===== src/rtl/captura_tiempo_rtc_pkg.sv =====
// Shared constants for the RTC time capture stage: RTC register addresses,
// BCD range limits, frame timeout and the capture FSM encoding.
package captura_tiempo_rtc_pkg;

    localparam logic [7:0]  DIR_SEG     = 8'h41;
    localparam logic [7:0]  DIR_MIN     = 8'h42;
    localparam logic [7:0]  DIR_HORA    = 8'h43;

    localparam logic [7:0]  LIM_HORA    = 8'h23;
    localparam logic [7:0]  LIM_MIN_SEG = 8'h59;

    localparam logic [15:0] TIMEOUT     = 16'd1000;
    localparam logic [15:0] TIMEOUT_ULT = TIMEOUT - 16'd1;

    // Bit positions of each field inside the frame mask.
    localparam int BIT_SEG  = 0;
    localparam int BIT_MIN  = 1;
    localparam int BIT_HORA = 2;

    localparam logic [2:0]  MASCARA_LLENA = 3'b111;

    typedef enum logic [1:0] {
        REPOSO    = 2'd0,
        CAPTURA   = 2'd1,
        PENDIENTE = 2'd2,
        ACTUALIZA = 2'd3
    } estado_t;

endpackage


===== src/rtl/captura_tiempo_rtc_valida_bcd.sv =====
// Combinational legality check of one RTC byte: both nibbles decimal and the
// value within 00..23 (hours) or 00..59 (minutes/seconds).
module captura_tiempo_rtc_valida_bcd
    import captura_tiempo_rtc_pkg::*;
(
    input  logic [7:0] dato,
    input  logic       es_hora,
    output logic       ok
);

    logic       nibbles_ok;
    logic [7:0] limite;

    assign nibbles_ok = (dato[7:4] <= 4'd9) && (dato[3:0] <= 4'd9);
    assign limite     = es_hora ? LIM_HORA : LIM_MIN_SEG;

    // Once both nibbles are decimal, a plain binary compare orders BCD values.
    assign ok = nibbles_ok && (dato <= limite);

endmodule


===== src/rtl/captura_tiempo_rtc.sv =====
// Captures the RTC seconds/minutes/hours bytes into shadow registers and
// commits a coherent h:m:s snapshot to the subtractor inputs in one cycle.
module captura_tiempo_rtc
    import captura_tiempo_rtc_pkg::*;
(
    input  logic       clk,
    input  logic       reset,
    input  logic       inicio_rafaga,
    input  logic       strobe_lectura,
    input  logic [7:0] dir_rtc,
    input  logic [7:0] dato_rtc,
    input  logic       congelar,
    output logic [7:0] hora_out,
    output logic [7:0] minuto_out,
    output logic [7:0] segundo_out,
    output logic       actualizado,
    output logic       error_bcd,
    output logic       error_timeout
);

    // strobe_lectura qualifies dir_rtc/dato_rtc for exactly one cycle. There is
    // no backpressure: bytes offered while a complete frame waits or commits are dropped.

    estado_t     estado, estado_sig, estado_ef;
    logic [2:0]  mascara, mascara_sig, mascara_ef, bit_dir;
    logic [15:0] contador, contador_sig;
    logic [7:0]  sh_seg, sh_min, sh_hora;
    logic        dir_valida, byte_ok, escribe, err_bcd_sig, err_to_sig, carga;

    assign bit_dir    = {dir_rtc == DIR_HORA, dir_rtc == DIR_MIN, dir_rtc == DIR_SEG};
    assign dir_valida = strobe_lectura && (bit_dir != 3'b000);
    assign carga      = (estado_sig == ACTUALIZA);

    captura_tiempo_rtc_valida_bcd u_valida_bcd (
        .dato    (dato_rtc),
        .es_hora (bit_dir[BIT_HORA]),
        .ok      (byte_ok)
    );

    always_comb begin
        estado_ef    = estado;
        mascara_ef   = mascara;
        contador_sig = contador;
        // A new burst wipes the frame before this cycle's byte is considered.
        if (inicio_rafaga && (estado != ACTUALIZA)) begin
            estado_ef    = REPOSO;
            mascara_ef   = 3'b000;
            contador_sig = 16'd0;
        end
        estado_sig  = estado_ef;
        mascara_sig = mascara_ef;
        escribe     = 1'b0;
        err_bcd_sig = 1'b0;
        err_to_sig  = 1'b0;

        case (estado_ef)
            REPOSO: begin
                if (dir_valida) begin
                    if (byte_ok) begin
                        escribe      = 1'b1;
                        mascara_sig  = bit_dir;
                        contador_sig = 16'd0;
                        estado_sig   = CAPTURA;
                    end else begin
                        err_bcd_sig  = 1'b1;
                    end
                end
            end
            CAPTURA: begin
                if (mascara_ef == MASCARA_LLENA) begin
                    estado_sig = congelar ? PENDIENTE : ACTUALIZA;
                end else begin
                    contador_sig = contador + 16'd1;
                    if (dir_valida && !byte_ok) begin
                        err_bcd_sig = 1'b1;
                        mascara_sig = 3'b000;
                        estado_sig  = REPOSO;
                    end else begin
                        if (dir_valida) begin
                            escribe     = 1'b1;
                            mascara_sig = mascara_ef | bit_dir;
                        end
                        // A byte completing the frame on the deadline cycle still saves it.
                        if ((contador == TIMEOUT_ULT) && (mascara_sig != MASCARA_LLENA)) begin
                            err_to_sig  = 1'b1;
                            mascara_sig = 3'b000;
                            estado_sig  = REPOSO;
                        end
                    end
                end
            end
            PENDIENTE: begin
                if (!congelar) begin
                    estado_sig = ACTUALIZA;
                end
            end
            ACTUALIZA: begin
                mascara_sig = 3'b000;
                estado_sig  = REPOSO;
            end
            default: begin
                mascara_sig = 3'b000;
                estado_sig  = REPOSO;
            end
        endcase
    end

    always_ff @(posedge clk or negedge reset) begin
        if (!reset) begin
            estado        <= REPOSO;
            mascara       <= 3'b000;
            contador      <= 16'd0;
            sh_seg        <= 8'h00;
            sh_min        <= 8'h00;
            sh_hora       <= 8'h00;
            hora_out      <= 8'h00;
            minuto_out    <= 8'h00;
            segundo_out   <= 8'h00;
            actualizado   <= 1'b0;
            error_bcd     <= 1'b0;
            error_timeout <= 1'b0;
        end else begin
            estado        <= estado_sig;
            mascara       <= mascara_sig;
            contador      <= contador_sig;
            actualizado   <= carga;
            error_bcd     <= err_bcd_sig;
            error_timeout <= err_to_sig;
            if (escribe && bit_dir[BIT_SEG])  sh_seg  <= dato_rtc;
            if (escribe && bit_dir[BIT_MIN])  sh_min  <= dato_rtc;
            if (escribe && bit_dir[BIT_HORA]) sh_hora <= dato_rtc;
            // All three outputs move together, only on entry to ACTUALIZA.
            if (carga) begin
                hora_out    <= sh_hora;
                minuto_out  <= sh_min;
                segundo_out <= sh_seg;
            end
        end
    end

endmodule


===== config.mk =====
export PLATFORM = sky130hd
export DESIGN_NAME = captura_tiempo_rtc
export DESIGN_NICKNAME = d
export VERILOG_FILES = /design/src/rtl/captura_tiempo_rtc_pkg.sv /design/src/rtl/captura_tiempo_rtc_valida_bcd.sv /design/src/rtl/captura_tiempo_rtc.sv
export SDC_FILE = /design/constraint.sdc
export NUM_CORES = 1
export LEC_CHECK = 0
export ABC_AREA = 1
export BUFFER_PORTS_ARGS = -buffer_cell sky130_fd_sc_hd__buf_2
export CORE_ASPECT_RATIO = 0.75
export CORE_MARGIN = 4
export CORE_UTILIZATION = 45
export CTS_BUF_LIST = sky130_fd_sc_hd__clkbuf_8
export DETAILED_ROUTE_END_ITERATION = 8
export GPL_ROUTABILITY_DRIVEN = 0
export GPL_TIMING_DRIVEN = 0
export PLACE_DENSITY = 0.62
export REMOVE_ABC_BUFFERS = 1
export SYNTH_ARGS = -nofsm -noshare
export SYNTH_HDL_FRONTEND = slang
export SYNTH_HIERARCHICAL = 1
export SYNTH_SLANG_ARGS = --single-unit

===== constraint.sdc =====
create_clock -name clk -period 2.84 [get_ports clk]
set_input_delay 0.568 -clock clk [delete_from_list [all_inputs] [get_ports clk]]
set_output_delay 0.568 -clock clk [all_outputs]
set_load 0.05 [all_outputs]

# Word level (Yosys, flattened, before mapping)
# Index checks and enable logic that the tools add are counted.
totals:
  latch_bits: 0
  ramBits: 0
  word_cells: 81
  memories: 0
  in_bits: 21
  register_bits: 72
  romBits: 0
  output_inout_bits: 27
classes:
  reduce_logical: 12
  shift: 0
  n_lt_le_gt_ge: 3
  bitwise_logic: 1
  muxes: 41
  multipliers: 0
  add_sub_neg: 1
  eq_ne: 11
  div_mod_pow: 0
ops:
  columns: ["cell", "count"]
  rows:
  - ["2-to-1 mux 16 bit", 4]
  - ["one-hot mux 16 bit (2 select lines)", 1]
  - ["2-to-1 mux 3 bit", 10]
  - ["equality test 8 x 7 -> 1 bit (second input constant)", 3]
  - ["adder 16 x 1 -> 16 bit (second input constant)", 1]
  - ["equality test 16 x 10 -> 1 bit (second input constant)", 1]
  - ["2-to-1 mux 1 bit", 14]
  - ["2-to-1 mux 2 bit", 7]
  - ["logical AND 1 bit", 9]
  - ["one-hot mux 3 bit (3 select lines)", 1]
  - ["less-or-equal comparator 4 bit (second input constant)", 2]
  - ["less-or-equal comparator 8 bit", 1]
  - ["one-hot mux 2 bit (4 select lines)", 1]
  - ["2-to-1 mux 7 bit", 1]
  - ["equality test 2 bit (second input constant)", 3]
  - ["one-hot mux 1 bit (2 select lines)", 2]
  - ["equality test 3 bit (second input constant)", 1]
  - ["!= test 3 bit (second input constant)", 1]
  - ["OR 3 bit", 1]
  - ["nonzero test 3 bit", 1]
  - ["equality test 2 x 1 -> 1 bit (second input constant)", 1]
  - ["logical NOT 2 bit", 1]
  - ["!= test 2 bit (second input constant)", 1]
  - ["logical NOT 1 bit", 1]

# Depth between registers and ports, before layout
logic_depth:
  word_depth: 16
  mapped_depth: 23
  mapped_depth_nobuf: 22

# Modules after synthesis
# Netlist, hierarchy kept.
modules_own_cells:
  columns: ["mod", "seq_area_each_um2", "instances", "cells_per_inst", "area_per_inst_um2"]
  rows:
  - ["captura_tiempo_rtc", 1801.7, 1, 401, 3442.1]
  - ["captura_tiempo_rtc_valida_bcd", 0.0, 1, 33, 178.9]

# Least setup slack after synthesis
# OpenSTA, ideal clock, no wires.
synth_path:
  kind: "input port to flip-flop"
  start: "in dir_rtc[7]"
  end: "reg hora_out[0]"
  cell_stages: 21
  required_ns: 2.721
  slack_ns: 0.023
  t_arrival_ns: 2.698
  path_cell_list: "inv_2 > nand2_1 > nor2_4 > nand2_1 > inv_1 > inv_1 > ha_1 > nand2_1 > nor2_2 > nand3_1 > nand2_1 > inv_1 > nor2_1 > inv_1 > nor2_4 > nand2_1 > nand3_4 > nand2_4 > buf_6 > nand2_1 > nand2_1"
synth_lines:
  columns: ["element", "line", "rtl"]
  rows:
  - ["from (decl)", "captura_tiempo_rtc.sv:10", "input logic [7:0] dir_rtc,"]
  - ["equality test 8 x 7 -> 1 bit (*)", "captura_tiempo_rtc.sv:30", "assign bit_dir = {dir_rtc == DIR_HORA, dir_rtc == DIR_MIN, dir_rtc == DIR_SEG};"]
  - ["net bit_dir[2]", "captura_tiempo_rtc.sv:25", "logic [2:0] mascara, mascara_sig, mascara_ef, bit_dir;"]
  - ["2-to-1 mux 7 bit (*)", "captura_tiempo_rtc_valida_bcd.sv:15", "assign limite = es_hora ? LIM_HORA : LIM_MIN_SEG;"]
  - ["less-or-equal comparator 8 bit (*)", "captura_tiempo_rtc_valida_bcd.sv:18", "assign ok = nibbles_ok && (dato <= limite);"]
  - ["logical AND 1 bit (*)", "captura_tiempo_rtc_valida_bcd.sv:18", null]
  - ["net byte_ok", "captura_tiempo_rtc.sv:28", "logic dir_valida, byte_ok, escribe, err_bcd_sig, err_to_sig, carga;"]
  - ["logical NOT 1 bit", "captura_tiempo_rtc.sv:74", "if (dir_valida && !byte_ok) begin"]
  - ["logical AND 1 bit", "captura_tiempo_rtc.sv:74", null]
  - ["2-to-1 mux 2 bit", "captura_tiempo_rtc.sv:74", null]
  - ["2-to-1 mux 2 bit", "captura_tiempo_rtc.sv:70", "if (mascara_ef == MASCARA_LLENA) begin"]
  - ["one-hot mux 2 bit (4 select lines) (*)", "captura_tiempo_rtc.sv:56", "case (estado_ef)"]
  - ["equality test 2 bit (*)", "captura_tiempo_rtc.sv:32", "assign carga = (estado_sig == ACTUALIZA);"]
  - ["to (signal assigned)", "captura_tiempo_rtc.sv:134", "hora_out <= sh_hora;"]
  - ["to (decl)", "captura_tiempo_rtc.sv:13", "output logic [7:0] hora_out,"]
# Mark *: on every way through the listed nets, which the timed path passes. The rest lies on a longest branch. The select of a mux whose other input is x is not followed.
# A chain may end at the register's enable or synchronous reset.

# Final worst setup path
layout_path:
  start: "in dir_rtc[3]"
  end: "reg hora_out[5]"
# The elaborated chain is that of the path after synthesis.

==> results <==
- The flow ran to the end, and the final reports show no timing, DRC or antenna violations.
- The count of maximum capacitance violations is 0.
- 48 I/O pins were placed.
- Summing all placed instances gives a cell area of 3940 um^2.
- By area the synthesized netlist is led by sky130_fd_sc_hd__dfrtp_1 (50%), sky130_fd_sc_hd__nand2_1 (13%), sky130_fd_sc_hd__nand3_1 (6.8%), sky130_fd_sc_hd__inv_1 (4.9%), sky130_fd_sc_hd__o21ai_0 (4.1%).
- After detailed routing, the number of vias per cell comes to 5.11.
- Prior to clock tree synthesis, the placed netlist has a worst setup slack of -0.721 ns.
- Detailed placement finished with a half-perimeter wire length of 5.70 mm.
- Once detail routing completed, the nets flagged for antenna violations numbered 0.
- The launching instance or port of the critical path is dir_rtc[3].
- The startpoint of the worst-slack reg-to-reg timing path is estado[0].
- The share of layout cells above drive strength 1 is 0.237.
- For this configuration, the core starts out at a cell density of 0.461.
- The number of different library cells used by synthesis comes to 37.
- The number of enable flip-flop cells after synthesis is 0.
- The maximum vdd drop is 0.248 mV.
- The depth of the CTS H-tree is 3.
- The largest total area in the synthesized netlist belongs to sky130_fd_sc_hd__dfrtp_1.
- The number of sinks on the clock net is 72.
- Measured on the finished design, the core utilization comes to 0.564.
- Dividing the detail-routed wire length by the instance count gives 14.4 um.
- In this run the tightest slew margin relative to its limit is 0.477.
- The wire length of the first global-routing pass is 14.3 mm.
- Summed over all layers, the global routing overflow is 0.
- Once routing completed, OpenROAD measured the worst setup slack at 0.226 ns.
- The core footprint is 7850 um^2.
- The root buffer cell chosen for the clock tree is sky130_fd_sc_hd__clkbuf_8.
- The power consumption is 2.06 mW.
- The number of diodes added for antenna fixing is 0.
- The width of the die is 112 um.
- For this run, global-route usage on met1 was measured as 0.264.
- The clock passes through at most 2 buffers.
- Setup repair after global routing left no endpoint under its margin.
- In the synthesized netlist, the number of instances is 434.
- The die covers 9560 um^2.
- The number of clock buffers added by TritonCTS is 9.
- The detailed-route wire length is 8.74 mm.
- The type of the worst setup path is in -> reg.
- Relative to the synthesized area, the layout overhead comes to 22.2%.
- For met3 alone, demand over resource in global routing was 0.0628.
- The highest fanout seen on the critical path is 7.
- The reported leakage power is 2.26 nW.
- The largest net degree at the start of global routing is 51.
- The number of global-route vias before repair is 2914.
- The total instance count after detailed placement is 576.
- The share of synthesized area in the top cell type comes to 0.498.
- The most common flop cell mapped by yosys is sky130_fd_sc_hd__dfrtp_1.
- The met2 track demand over resource in global routing is 0.282.
- Based on the critical path, the design can be clocked at up to 383 MHz.
- After synthesis, the share of flip-flops with an asynchronous set or reset is 1.00.
- Counting I/O delays and the setup requirement, the final critical path takes 2.61 ns.
- The flop-to-flop setup slack is 0.37 ns.
- Setup violations remaining at the end of the flow were counted as 0.
- The reg-to-reg endpoint is hora_out[2].
- Clock-pin slew was measured on the worst setup and hold paths at 0.08 ns.
- TritonCTS built the clock tree.
- The pre-antenna-repair detailed-routing pass consisted of 4 iterations.
- The number of buffers inserted by hold repair at cts is 0.
- On the final layout, the worst hold slack is 0.111 ns.
- The number of core rows is 28.
- The sort of element at the end of the critical path is a flip-flop.
- The layout net count is 524.
- For this run, the register share of the synthesized area comes to 0.498.
- The min-delay analysis places its worst path in the category in -> async.
- The library cell with the highest instance count after synthesis is sky130_fd_sc_hd__nand2_1.
- The initial antenna violation count is 0.
- The worst endpoint data arrival time is 2.85 ns.
- In this run the vertical extent of the chip is 85.7 um.
- The element type at the critical path start is an input port.
- The finished layout holds 607 standard cells, fillers aside.
- In this run the most used layer during global routing was met2.
- By count the netlist is led by sky130_fd_sc_hd__nand2_1 (121), sky130_fd_sc_hd__dfrtp_1 (72), sky130_fd_sc_hd__nand3_1 (49).
- The areal power density over the cells is 465 nW/um^2.
- Dividing the final minimum period by the clock period gives 0.920.
- The flip-flop and latch count after synthesis is 72.
- The total count of hold-check failures in the final report came to 0.
- For the final database, setup skew stands at 0.00550 ns.
- Across all layers, the routed design uses 3100 vias.
- In this run, the number of DRC markers left after iteration 0 of detailed routing was 175.
- The setup total negative slack is 0 ns.
- The post-route cell area is 4420 um^2.
- STA puts the critical path data required time at 3.08 ns.
- Following the worst setup path forward leads to its endpoint at hora_out[5].
- The worst-case reg-to-reg path depth is 9.
- The total DRC errors in the routed layout is 0.
- The final-report max-slew violation count came to 0.
- For this run, the number of Yosys warnings is 6.
- At the later pin of the worst-skew pair, clock insertion delay measures 0.35 ns.
- In the global route stage, overall resource usage came out at 0.187.
- Each instance of the synthesized netlist takes up on average 8.34 um^2.
- For the pin with the worst max-slew slack, the measured transition is 0.782 ns.
- The count of input and output buffers is 47.
- The area of the mapped netlist is 3620 um^2.
==> cell type report <==
| class | count | area [um^2] |
|---|---|---|
| Tap cell | 105 | 131 |
| Inverter | 56 | 214 |
| Multi-Input combinational cell | 298 | 1650 |
| Fill cell | 747 | 3420 |
| Clock inverter | 6 | 90.1 |
| Clock buffer | 10 | 138 |
| Sequential cell | 72 | 1800 |
| Timing Repair Buffer | 60 | 398 |
==> placed cells by master, fill, tap and decap left out, types with 2 or more instances in the layout <==
cell / n
sky130_fd_sc_hd__a21oi_1: 7
sky130_fd_sc_hd__a22oi_1: 3
sky130_fd_sc_hd__a31oi_1: 3
sky130_fd_sc_hd__buf_12: 2
sky130_fd_sc_hd__buf_2: 46
sky130_fd_sc_hd__buf_4: 10
sky130_fd_sc_hd__bufinv_16: 2
sky130_fd_sc_hd__clkbuf_8: 10
sky130_fd_sc_hd__dfrtp_1: 72
sky130_fd_sc_hd__ha_1: 6
sky130_fd_sc_hd__inv_1: 47
sky130_fd_sc_hd__inv_2: 8
sky130_fd_sc_hd__inv_6: 2
sky130_fd_sc_hd__nand2_1: 112
sky130_fd_sc_hd__nand2_2: 11
sky130_fd_sc_hd__nand2_8: 3
sky130_fd_sc_hd__nand3_1: 48
sky130_fd_sc_hd__nand3_2: 2
sky130_fd_sc_hd__nand3_4: 2
sky130_fd_sc_hd__nand4_1: 10
sky130_fd_sc_hd__nand4_4: 3
sky130_fd_sc_hd__nor2_1: 17
sky130_fd_sc_hd__nor2_2: 4
sky130_fd_sc_hd__nor2_4: 4
sky130_fd_sc_hd__nor3_1: 8
sky130_fd_sc_hd__o211ai_1: 3
sky130_fd_sc_hd__o21ai_0: 29
sky130_fd_sc_hd__o21ai_1: 8
sky130_fd_sc_hd__o22ai_1: 4
sky130_fd_sc_hd__xor2_1: 3
==> how the worst min path moves through the flow <==
stage                    endpoint  slack (ns)  cells after the start
detailed placement  minuto_out[0]        0.45                      2
CTS                   hora_out[4]        0.10                      1
global placement    minuto_out[3]        0.45                      2
global route          hora_out[4]        0.11                      1
floorplan             actualizado        0.27                      0
finish                hora_out[4]        0.11                      1
==> worst max-delay path, stage by stage <==
cell and delay [ns]:
sky130_fd_sc_hd__buf_2 0.10, sky130_fd_sc_hd__inv_1 0.05, sky130_fd_sc_hd__nand2_2 0.07, sky130_fd_sc_hd__nor2_2 0.13
sky130_fd_sc_hd__nand2_1 0.08, sky130_fd_sc_hd__inv_2 0.07, sky130_fd_sc_hd__inv_1 0.07, sky130_fd_sc_hd__ha_1 0.29
sky130_fd_sc_hd__nand2_1 0.07, sky130_fd_sc_hd__nor2_2 0.13, sky130_fd_sc_hd__nand3_1 0.09, sky130_fd_sc_hd__nand2_1 0.06
sky130_fd_sc_hd__inv_1 0.04, sky130_fd_sc_hd__nor2_2 0.11, sky130_fd_sc_hd__nor2_2 0.06, sky130_fd_sc_hd__nor2_1 0.09
sky130_fd_sc_hd__nand2_1 0.05, sky130_fd_sc_hd__nand2_1 0.07, sky130_fd_sc_hd__nand2_2 0.11, sky130_fd_sc_hd__nand3_4 0.13
sky130_fd_sc_hd__buf_4 0.17, sky130_fd_sc_hd__nand2_8 0.08, sky130_fd_sc_hd__nand2_1 0.11, sky130_fd_sc_hd__nand2_1 0.05
==> routing by layer <==
metal  share of wire  wire, um
met1            0.50      4410
met2            0.41      3630
met3           0.067       589
met4           0.014       122
met5               0         0
==> cell families after synthesis <==
family,synth area share
AND/OR/NAND/NOR,0.294
AO/OA/AOI/OAI,0.100
buffers and inverters,0.0802
XOR/XNOR,0.00726
adder cells (fa/ha/maj),0.0207
flip-flops,0.498
==> registers in the layout, summed over array words and instances, names as in the netlist <==
register       flops
actualizado        1
contador          16
error_bcd          1
error_timeout      1
estado             2
hora_out           8
mascara            3
minuto_out         8
segundo_out        8
sh_hora            8
sh_min             8
sh_seg             8
==> power by group <==
part / total, mW / internal (mW) / switching, mW
clock network: 0.930 / 0.524 / 0.407
registers: 1.03 / 1.03 / 0.00164
logic: 0.0988 / 0.0319 / 0.0669
==> repair_timing <==
item / in CTS / in global routing
resized for setup: 4 / 21
cloned: 1 / 3
setup buffers: 2 / 9
endpoints found under the setup margin: 62 / 66
pin swaps: 2 / 8
hold endpoints to repair: 0 / 0
Power figures use the tool's default switching activity.
